## config.mk

```make
export PLATFORM = sky130hd
export DESIGN_NAME = pipe_reg_d
export DESIGN_NICKNAME = d
export VERILOG_FILES = /design/src/rtl/pipe_reg_d.sv
export SDC_FILE = /design/constraint.sdc
export NUM_CORES = 1
export LEC_CHECK = 0
export BUFFER_PORTS_ARGS = -buffer_cell sky130_fd_sc_hd__buf_4
export CAP_MARGIN = 30
export CORE_AREA = 4 4 146 148
export CTS_CLUSTER_DIAMETER = 50
export DETAILED_ROUTE_END_ITERATION = 10
export DIE_AREA = 0 0 150 152
export PLACE_DENSITY_LB_ADDON = 0.3
export SKIP_LAST_GASP = 1
export SLEW_MARGIN = 20
export SYNTH_ARGS = -nofsm -noshare
export SYNTH_HDL_FRONTEND = slang
export SYNTH_SLANG_ARGS = --single-unit
```

## constraint.sdc

```tcl
create_clock -name clk -period 5.8 [get_ports clk]
set_input_delay 0.58 -clock clk [delete_from_list [all_inputs] [get_ports clk]]
set_output_delay 0.58 -clock clk [all_outputs]
set_load 0.005 [all_outputs]
```

## src/rtl/pipe_reg_d.sv

```systemverilog
// pipe_reg_d: fetch-to-decode pipeline register with bubble/stall control,
// saturating activity counters and a sticky stall watchdog.
module pipe_reg_d #(
  parameter int          XLEN        = 64,
  parameter int          STALL_LIMIT = 1024,
  parameter logic [31:0] NOP_INSTR   = 32'h00000013
) (
  input  logic            clk,
  input  logic            rst,
  input  logic            fetch_valid,
  input  logic [XLEN-1:0] fetch_pc,
  input  logic [31:0]     fetch_instr,
  input  logic            fetch_exc,
  input  logic            regD_stall,
  input  logic            regD_bubble,
  output logic            decode_valid,
  output logic [XLEN-1:0] decode_pc,
  output logic [31:0]     decode_instr,
  output logic            decode_exc,
  output logic [31:0]     stall_cnt,
  output logic [31:0]     bubble_cnt,
  output logic            stall_timeout
);
  localparam logic [31:0] LIMIT = 32'(STALL_LIMIT);
  typedef enum logic {RUN, TIMEOUT} state_t;
  state_t          state_q, state_d;
  logic            valid_q, valid_d, exc_q, exc_d, stall;
  logic [XLEN-1:0] pc_q, pc_d;
  logic [31:0]     instr_q, instr_d, stall_cnt_q, stall_cnt_d, bubble_cnt_q, bubble_cnt_d, run_q, run_d;
  always_comb begin
    stall        = regD_stall && !regD_bubble;
    valid_d      = regD_bubble ? 1'b0 : stall ? valid_q : fetch_valid;
    pc_d         = regD_bubble ? '0 : stall ? pc_q : fetch_pc;
    instr_d      = regD_bubble ? NOP_INSTR : stall ? instr_q : fetch_valid ? fetch_instr : NOP_INSTR;
    exc_d        = regD_bubble ? 1'b0 : stall ? exc_q : fetch_valid && fetch_exc;
    stall_cnt_d  = (stall && stall_cnt_q != '1) ? stall_cnt_q + 32'd1 : stall_cnt_q;
    bubble_cnt_d = (regD_bubble && bubble_cnt_q != '1) ? bubble_cnt_q + 32'd1 : bubble_cnt_q;
    run_d        = !stall ? '0 : (run_q >= LIMIT) ? run_q : run_q + 32'd1;
    // watchdog only observes; it never feeds back into the datapath
    state_d      = (state_q == TIMEOUT || run_d >= LIMIT) ? TIMEOUT : RUN;
  end
  always_ff @(posedge clk) begin
    if (rst) begin
      valid_q      <= 1'b0;
      pc_q         <= '0;
      instr_q      <= NOP_INSTR;
      exc_q        <= 1'b0;
      stall_cnt_q  <= '0;
      bubble_cnt_q <= '0;
      run_q        <= '0;
      state_q      <= RUN;
    end else begin
      valid_q      <= valid_d;
      pc_q         <= pc_d;
      instr_q      <= instr_d;
      exc_q        <= exc_d;
      stall_cnt_q  <= stall_cnt_d;
      bubble_cnt_q <= bubble_cnt_d;
      run_q        <= run_d;
      state_q      <= state_d;
    end
  end
  assign decode_valid  = valid_q;
  assign decode_pc     = pc_q;
  assign decode_instr  = instr_q;
  assign decode_exc    = exc_q;
  assign stall_cnt     = stall_cnt_q;
  assign bubble_cnt    = bubble_cnt_q;
  assign stall_timeout = (state_q == TIMEOUT);
endmodule

```

Word level (Yosys, flattened, before mapping)
Index checks and enable logic that the tools add are counted.
Widths: inputs -> output; s select.
{"block": "op_classes", "n_addsub": 3, "n_lt_le_gt_ge": 2, "n_eq_ne": 2, "n_reduce_logical": 7, "n_bitwise": 0, "n_shift": 0, "mux": 4, "div": 0, "n_mul": 0}
{"op": "$add 32x1->32 const B", "count": 3}
{"op": "$mux 32", "count": 3}
{"op": "$ge 32x11->1 const B", "count": 2}
{"op": "$ne 32x32->1 const B", "count": 2}
{"op": "$logic_and 1x1->1", "count": 4}
{"op": "$reduce_or 2->1", "count": 1}
{"op": "$logic_not 1->1", "count": 1}
{"op": "$logic_or 1x1->1", "count": 1}
{"op": "$mux 1", "count": 1}
{"block": "word_totals", "word_cells": 26, "memories": 0, "romBits": 0, "ff_bits": 195, "ram_bits": 0, "in_bits": 102, "latchBits": 0, "output_inout_bits": 163}

Logic depth before layout (Yosys ltp)
Gate-level depths: netlist (run 1).
{"block": "depth", "ltp_word": 6, "mapped_depth": 8}

Least setup slack after synthesis (run 1)
OpenSTA, ideal clock, no wires.
{"block": "synth_timing", "kind": "reg-to-reg", "start": "register bubble_cnt_q[0], in the netlist bubble_cnt[0]", "end": "register bubble_cnt_q[11], in the netlist bubble_cnt[11]", "path_buffers": 1, "period_less_slack_ns": 2.198, "stages_incl_launch_ff": 8, "setup_slack_ns": 3.602, "setup_time_ns": 0.115, "arrival_time_ns": 2.083, "path_cell_list": "dfxtp_1 ha_1 nand4_4 or4_4 nor4_4 buf_6 nor4_1 o21ba_1"}
{"block": "synth_via", "elab_chain_len": 2, "word_cells_on_any_way": 3, "classes_between": "1 x add/sub; 1 x eq/ne; 1 x reduce/logical"}
{"item": "start, declared", "line_no": "29", "rtl": "logic [31:0] instr_q, instr_d, stall_cnt_q, stall_cnt_d, bubble_cnt_q, bubble_cnt_d, run_q, run_d;"}
{"item": "start signal, assigned", "line_no": "58", "rtl": "bubble_cnt_q <= bubble_cnt_d;"}
{"item": "branches (longest 2 deep; another with $add 32x1->32)"}
Parallel ways; which one is timed is not known.
A chain may end at the register's enable or synchronous reset.

Worst setup path after layout (run 1)
{"block": "layout_timing", "start": "register stall_cnt_q[0], in the netlist stall_cnt[0]", "end": "register stall_cnt_q[12], in the netlist stall_cnt[12]"}
{"block": "layout_via", "elab_chain_len": 2, "word_cells_on_any_way": 3, "classes_between": "1 x add/sub; 1 x eq/ne; 1 x reduce/logical"}
{"item": "start, declared", "line_no": "29"}
{"item": "start signal, assigned", "line_no": "57", "rtl": "stall_cnt_q <= stall_cnt_d;"}
{"item": "branches (longest 2 deep; another with $add 32x1->32)"}
Parallel ways; which one is timed is not known.

==> results of run 1 <==
[cell usage after synthesis, types with 22 or more instances]
cell type,count,area [µm²]
nand2_1,60,225
dfxtp_1,195,3900
clkbuf_1,32,120
a21oi_1,81,405
nand4_1,23,144
o21ai_0,32,160
mux2i_1,66,661
nand3_1,60,300
or3_1,30,188
and2_1,22,138
nor2_1,108,405
[flip-flops by register name (all words and copies together), names as in the netlist]
| signal | count |
|---|---|
| stall_cnt | 32 |
| bubble_cnt | 32 |
| decode_exc | 1 |
| run_q | 32 |
| stall_timeout | 1 |
| decode_instr | 32 |
| decode_valid | 1 |
| decode_pc | 64 |
[layout make-up]
type	count	area share (%)
sequential	195	36.7
multi-input combinational	614	34.7
timing repair buffer	270	19.4
clock buffer	18	4.13
tap	270	3.18
clock inverter	14	1.27
inverter	16	0.565
[power by group]
| part | switching [mW] | internal (mW) |
|---|---|---|
| clock network | 0.563 | 0.585 |
| logic | 0.0957 | 0.109 |
| registers | 0.0143 | 1.36 |
| total | 0.673 | 2.05 |
[cells by family (layout without fill, tap and decap cells)]
logic type	after synthesis	after routing	share of synthesized area [%]
AND/OR/NAND/NOR	376	376	24.9
AO/OA/AOI/OAI	148	148	10.6
adder cells (fa/ha/maj)	4	4	0.637
XOR/XNOR	17	17	1.90
flip-flops	195	195	49.7
buffers and inverters	66	318	3.42
multiplexers	69	69	8.84
[worst max-delay path by stage]
stage | start | to | slack, ns
2_1_floorplan | bubble_cnt[0] | bubble_cnt[11] | 3.60
3_3_place_gp | regD_stall | stall_cnt[26] | 3.06
3_5_place_dp | regD_stall | stall_cnt[26] | 3.01
4_1_cts | stall_cnt[0] | stall_cnt[12] | 3.24
5_1_grt | stall_cnt[1] | stall_cnt[12] | 3.00
6_report | stall_cnt[0] | stall_cnt[12] | 3.23
[worst max-delay path: stages, from the launching register on]
cell,delay [ns]
dfxtp_1,0.44
ha_1,0.26
nand2_1,0.10
nor4_2,0.50
a31o_2,0.72
nor3_1,0.13
mux2_2,0.30
[per-layer routing]
layer  vias to the layer above  track usage (%)  part of all wire, %
met5                         -                0                    0
met2                       180             30.6                   49
li1                       3580                -                    -
met3                        24             5.42                  5.6
met1                      3404             24.4                   44
met4                         0             5.53                  1.6
[per-stage QoR]
step	worst slack, ns	instance area [µm²]	power, mW	cells	util [%]
6_report	3.23	10600	2.73	1397	53.1
3_3_place_gp	3.06	10000	1.61	1362	49.9
3_5_place_dp	3.01	10000	1.61	1363	50.0
4_1_cts	3.24	10600	2.76	1395	52.9
2_1_floorplan	3.60	7860	1.50	875	-
5_1_grt	3.00	10600	2.84	1397	53.1
==> impl_metrics.yaml, run 1 <==
run_status:
  outcome: "complete, no violations"
worst_setup_path:
  crit_path_end_kind: "flop"
  crit_fanout: 42
  required_ns: 6.12
  r2r-start: "stall_cnt[0]"
  cp-start-kind: "flop"
  r2r_slack_ns: 3.23
  rr_worst_depth: 6
  worstPathArrival_ns: 2.88
  r2r_end: "stall_cnt[12]"
  crit_type: "flop to flop"
layout:
  drive_gt1_share_pct: 28.3
  multi_input_area_um2: 3690
  layout_common_cells: "buf_4 (268), dfxtp_1 (195), nor2_1 (108), a21oi_1 (81), mux2i_1 (66)"
  fillCellCount: 1929
  nets: 1220
  antenna_cells: 0
  final_common_cell: "buf_4"
  seqCellArea_um2: 3900
  syn_to_final_growth_pct: 35.4
grt:
  grt_max_degree: 84
  grt_pass1_wl_mm: 35.2
  antenna_found_initial: 0
  overflow: 0
  track_usage_pct: 18.9
  grt_pass1_vias: 6729
cts:
  cts_buffers: 17
  tritoncts: "built"
  ctsResizeCount: 0
  ctsHoldBuffers: 0
  clk_pin_slew_ns: 0.08
  clockBufferDepth: 2
  cts.sinks: 195
  insertion_delay_ns: 0.43
  cts_setup_buffers: 0
  cts_max_level: 4
  clockRootBuffer: "clkbuf_16"
floorplan:
  die_w_um: 150
  ios: 265
  core_um2: 20000
  fp-row-count: 52
  start_util_pct: 39.2
  die_h_um: 152
  die_area_um2: 22800
placed_design:
  portBuffers: 264
  gp_congestion: 0.797
  hpwl_mm: 15.8
hold_path:
  min_from: "fetch_pc[30]"
  min_path_cells: 3
  hold_class: "primary input to flop"
  min_to: "decode_pc[30]"
sta:
  fin_setup_tns_ns: 0
  drv_slew: 0
  finalClockSkew_ns: 0.0112
  final.period_utilization_pct: 44.3
  maxSlewHeadroom_pct: 41.0
  rsz0062_at_grt: "no"
  hold_ws_ns: 0.375
  hold_violations: 0
  worstMarginPinSlew_ns: 0.885
  period_needed_ns: 2.57
  final-setup-viol-count: 0
  max_freq_ghz: 0.389
detailed_routing:
  ant_nets: 0
  vias_per_cell: 5.15
  vias: 7188
  wire_per_inst_um: 15.8
  wl_mm: 22.1
  drc: 0
  drtIter0Drc: 448
  dr.pass1.iters: 5
yosys:
  netlist_instances: 875
  yosys_warnings: 0
  synth-edff-count: 0
  synth.net_count: 981
  synth_area_um2: 7860
  synth_seq_cells: 195
  syn_avg_cell_area_um2: 8.98
  yosysSeqAreaShare_pct: 49.7
  synthArstFlopShare_pct: 0
  ys_types: 52
  ys.flop_type: "dfxtp_1"
power_and_ir_drop:
  p_leak_nw: 4.37
  cellPowerDensity_nw_per_um2: 257
  ir_drop_uv: 197
flow_run:
  maxCapViolCount: 0
Note: power is estimated with default switching activity, not from simulation.
==> run 2, diff against run 1 <==
- clock period: 5.8 -> 2.1 ns (I/O delays scaled with it)
==> run 2 against run 1 <==
Compared with the run above: clock power rose to 2.8 times the previous value; clock-buffer cell count fell by 1; routed wire length rose by 7.0%; critical path depth fell by 1; worst setup slack got worse by 3.1 ns.
==> impl_metrics.yaml, run 2 (synthesized netlist as in run 1, its figures left out) <==
cts:
  clk_pin_slew_ns: 0.08
  cts.sinks: 195
  tritoncts: "built"
  insertion_delay_ns: 0.42
  cts_buffers: 17
  clockBufferDepth: 2
  cts_max_level: 4
  clockRootBuffer: "clkbuf_16"
sta:
  drv_slew: 0
  rsz0062_at_grt: "yes"
  max_freq_ghz: 0.502
  fin_setup_tns_ns: 0
  maxSlewHeadroom_pct: 62.3
  finalClockSkew_ns: 0.0137
  hold_ws_ns: 0.0144
  final.period_utilization_pct: 94.8
  period_needed_ns: 1.99
  finalWorstSetupSlack_ns: 0.109
  hold_violations: 0
  final-setup-viol-count: 0
  worstMarginPinSlew_ns: 0.566
power_and_ir_drop:
  cellPowerDensity_nw_per_um2: 673
  clockPowerShare_pct: 42.4
  seqPwrFrac_pct: 49.3
  power_frac_comb_pct: 8.3
  total_power_mw: 7.71
  intPower_mw: 5.81
  switching_share_pct: 24.6
  p_switching_mw: 1.89
  p_leak_nw: 4.81
  ir_drop_uv: 509
worst_setup_path:
  crit_fanout: 6
  required_ns: 2.46
  worstPathArrival_ns: 2.35
  r2r_end: "bubble_cnt[31]"
  crit_path_start: "bubble_cnt[14]"
  r2r_slack_ns: 0.11
  rr_worst_depth: 5
  cp-start-kind: "flop"
  r2r-start: "bubble_cnt[14]"
  crit_path_end_kind: "flop"
  crit_type: "flop to flop"
  crit_path_end: "bubble_cnt[31]"
detailed_routing:
  drtIter0Drc: 475
  wire_per_inst_um: 15.9
  ant_nets: 0
  dr.pass1.iters: 7
  drc: 0
  vias: 7532
  vias_per_cell: 5.06
  wl_mm: 23.6
floorplan:
  fp-row-count: 52
  die_w_um: 150
  core_um2: 20000
  ios: 265
  die_area_um2: 22800
  die_h_um: 152
  start_util_pct: 39.2
flow_run:
  maxCapViolCount: 0
hold_path:
  hold_class: "primary input to flop"
layout:
  utilization_pct: 57.2
  finalInstanceArea_um2: 11500
  drive_gt1_share_pct: 31.5
  fillCellCount: 1797
  largest_register_ffs: 64
  layout_common_cells: "buf_4 (325), dfxtp_1 (192), nor2_1 (108), a21oi_1 (81), mux2i_1 (66)"
  finalNonFillerCells: 1490
  syn_to_final_growth_pct: 45.9
  nets: 1313
  antenna_cells: 0
  final_common_cell: "buf_4"
grt:
  grt_pass1_wl_mm: 37.7
  grt_max_degree: 65
  antenna_found_initial: 0
  track_usage_pct: 20.2
  overflow: 0
  grt_pass1_vias: 7306
placed_design:
  dp_slack_ns: 0.0371
  portBuffers: 264
  hpwl_mm: 16.8
  placed_area_um2: 10500
  gp_congestion: 0.807
  place_inst: 1420
run_status:
  outcome: "complete, no violations"
[run 2: routing by layer]
| metal | up-vias | GRT usage, % | wire length [µm] |
|---|---|---|---|
| li1 | 3780 | - | - |
| met1 | 3520 | 25.4 | 10100 |
| met2 | 198 | 33.1 | 11600 |
| met3 | 34 | 5.84 | 1420 |
| met4 | 0 | 6.97 | 564 |
| met5 | - | 0 | 0 |
[run 2: worst min-delay path by stage]
stage | from | end | cells past startpoint
2_1_floorplan | fetch_pc[0] | decode_pc[0] | 2
3_3_place_gp | fetch_pc[12] | decode_pc[12] | 3
3_5_place_dp | decode_instr[2] | decode_instr[2] | 2
4_1_cts | fetch_pc[9] | decode_pc[9] | 3
5_1_grt | fetch_pc[21] | decode_pc[21] | 3
6_report | fetch_pc[9] | decode_pc[9] | 3
[run 2: layout make-up]
cell class                      instances  area [µm²]  area share, %
Sequential cell                       195        3910           34.1
Multi-Input combinational cell        615        3710           32.4
Timing Repair Buffer                  362        2850           24.9
Clock buffer                           17         425           3.71
Tap cell                              270         338           2.95
Clock inverter                         15         163           1.42
Inverter                               16        60.1          0.524
[run 2: power by group through the flow]
stage          sequential, mW  combinational [mW]  clock [mW]
6_report                 3.80               0.642        3.27
3_3_place_gp             3.88               0.586           0
4_1_cts                  3.80               0.641        3.35
5_1_grt                  3.80               0.701        3.48
2_1_floorplan            3.89               0.247           0
3_5_place_dp             3.88               0.592           0
[run 2: what timing repair did]
action | in CTS | in global routing
endpoints found under the hold margin | 31 | 1
resized for setup | 0 | 5
setup endpoints to repair | 0 | 18
hold buffers | 31 | 1
setup buffers | 0 | 3
[run 2: critical path: stages (launching register included)]
cell	delay, ns
dfxtp_1	0.42
nand4_2	0.17
or2_1	0.28
or4_4	0.57
or3_1	0.36
a21oi_1	0.14
==> run 3, diff against run 2 <==
--- a/config.mk
+++ b/config.mk
@@ -9,8 +9,7 @@
 export CAP_MARGIN = 30
-export CORE_AREA = 4 4 146 148
+export CORE_AREA = 4 4 138 140
 export CTS_CLUSTER_DIAMETER = 50
 export DETAILED_ROUTE_END_ITERATION = 10
-export DIE_AREA = 0 0 150 152
+export DIE_AREA = 0 0 142 144
 export PLACE_DENSITY_LB_ADDON = 0.3
-export SKIP_LAST_GASP = 1
 export SLEW_MARGIN = 20
==> constraint.sdc (replaced) <==
create_clock -name clk -period 2.1 [get_ports clk]
set_input_delay 0.42 -clock clk [delete_from_list [all_inputs] [get_ports clk]]
set_output_delay 0.42 -clock clk [all_outputs]
set_load 0.005 [all_outputs]
==> run 3 against run 2 <==
Compared with the run above: die area down 10%; global-route usage up 1.6 points; core utilization up 4.9 points; final area down 3.3%; first-iteration DRC count down 9.1%; largest cell class unchanged; maximum frequency down 2.7%; non-clock buffer count down 35; worst setup slack worse by 0.055 ns; routed wire length about the same; sequential share of layout area up 1.2 points; largest power group unchanged; hold slack better by 0.21 ns; critical path depth up 2.
==> impl_metrics.yaml, run 3 (synthesized netlist as in run 1, its figures left out) <==
run_status:
  outcome: "complete, no violations"
floorplan:
  die_w_um: 142
  die_area_um2: 20400
  ios: 265
  die_h_um: 144
  core_um2: 17800
  fp-row-count: 49
  start_util_pct: 44.0
worst_setup_path:
  r2r-start: "bubble_cnt[1]"
  rr_worst_depth: 7
  slowest_stage: "or4_4"
  r2r_slack_ns: 0.05
  r2r_end: "bubble_cnt[6]"
  worstPathArrival_ns: 2.34
  crit_path_max_incr_delay_ns: 0.60
  path_cells: "ha_4, nand4_4, or4_4, nor4_4, buf_4, or4_1, a21oi_1"
  crit_path_end_kind: "flop"
  crit_type: "flop to flop"
  required_ns: 2.39
  crit_fanout: 8
  cp-start-kind: "flop"
  cp_top_family: "simple AND/OR/NAND/NOR gates"
  crit_buf_inv: 1
placed_design:
  hpwl_mm: 17.1
  placed_area_um2: 10400
  gp_congestion: 0.785
  portBuffers: 264
detailed_routing:
  drc: 0
  dr.pass1.iters: 5
  vias_per_cell: 5.26
  drtIter0Drc: 432
  wl_mm: 23.6
  vias: 7423
  ant_nets: 0
  wire_per_inst_um: 16.7
sta:
  hold_violations: 0
  fin_setup_tns_ns: 0
  finalClockSkew_ns: 0.00720
  max_freq_ghz: 0.489
  worstMarginPinSlew_ns: 0.875
  period_needed_ns: 2.05
  final.period_utilization_pct: 97.4
  final-setup-viol-count: 0
  drv_slew: 0
  maxSlewHeadroom_pct: 41.7
cts:
  clockBufferDepth: 2
  clockRootBuffer: "clkbuf_16"
  cts.sinks: 195
  tritoncts: "built"
  cts_buffers: 17
  insertion_delay_ns: 0.42
  clk_pin_slew_ns: 0.07
  ctsHoldBuffers: 0
  cts_max_level: 4
power_and_ir_drop:
  ir_drop_uv: 589
  p_leak_nw: 4.67
  cellPowerDensity_nw_per_um2: 696
layout:
  utilization_pct: 62.1
  final_common_cell: "buf_4"
  syn_to_final_growth_pct: 41.0
  antenna_cells: 0
  largest_register_ffs: 64
  nets: 1277
  finalInstanceArea_um2: 11100
  drive_gt1_share_pct: 32.6
  layout_common_cells: "buf_4 (324), dfxtp_1 (191), nor2_1 (108), a21oi_1 (81), mux2i_1 (66)"
grt:
  antenna_found_initial: 0
  grt_pass1_wl_mm: 36.1
  grt_max_degree: 68
  grt_pass1_vias: 6964
  overflow: 0
  track_usage_pct: 21.9
hold_path:
  hold_class: "primary input to flop"
  min_to: "decode_pc[2]"
  min_path_cells: 3
  min_from: "fetch_pc[2]"
flow_run:
  maxCapViolCount: 0
## run 3: worst min-delay path: cells and delay by family
family / cells / cell delay, ns
buf+inv: 1 / 0.08
mux: 1 / 0.05
simple gates: 1 / 0.07
## run 3: per-stage QoR
stage / power, mW / hold WS, ns / std cells / setup slack (ns)
2_1_floorplan: 4.14 / 0.430 / 875 / 0.0119
3_3_place_gp: 4.47 / 0.438 / 1376 / 0.111
3_5_place_dp: 4.47 / 0.444 / 1376 / 0.0634
4_1_cts: 7.79 / 0.206 / 1407 / 0.0286
5_1_grt: 7.99 / 0.205 / 1412 / -0.0120
6_report: 7.71 / 0.222 / 1412 / 0.0539
## run 3: power by group
| part | total, mW | internal (mW) | switching (mW) | leakage, nW |
|---|---|---|---|---|
| Combinational | 0.592 | 0.316 | 0.276 | 2.80 |
| Sequential | 3.80 | 3.76 | 0.0375 | 1.58 |
| Clock | 3.32 | 1.84 | 1.48 | 0.282 |
## run 3: cell type report
type	count	area, µm²
Fill cell	1503	6760
Multi-Input combinational cell	614	3740
Timing Repair Buffer	327	2480
Inverter	16	60.1
Tap cell	229	287
Clock inverter	12	148
Sequential cell	195	3910
Clock buffer	19	453
## run 3: worst max-delay path by stage
stage,from,end,slack [ns],cells after the start
floorplan,bubble_cnt[1],bubble_cnt[11],0.01,7
global placement,bubble_cnt[1],bubble_cnt[11],0.11,7
finish,bubble_cnt[1],bubble_cnt[6],0.05,7
detailed placement,stall_cnt[1],stall_cnt[26],0.06,7
global route,stall_cnt[3],stall_cnt[28],-0.01,6
CTS,stall_cnt[1],stall_cnt[26],0.03,7
## run 3: layer usage
layer,vias to the layer above,GRT usage (%),share of wire (%)
met1,3514,28.1,43
met4,0,6.06,1.4
met5,-,0,0
li1,3691,-,-
met2,191,36.6,50
met3,27,5.52,5.4
## run 3: timing repair
item | CTS | global route
endpoints found under the setup margin | 0 | 14
gates resized for setup | 0 | 12
setup buffers | 0 | 3
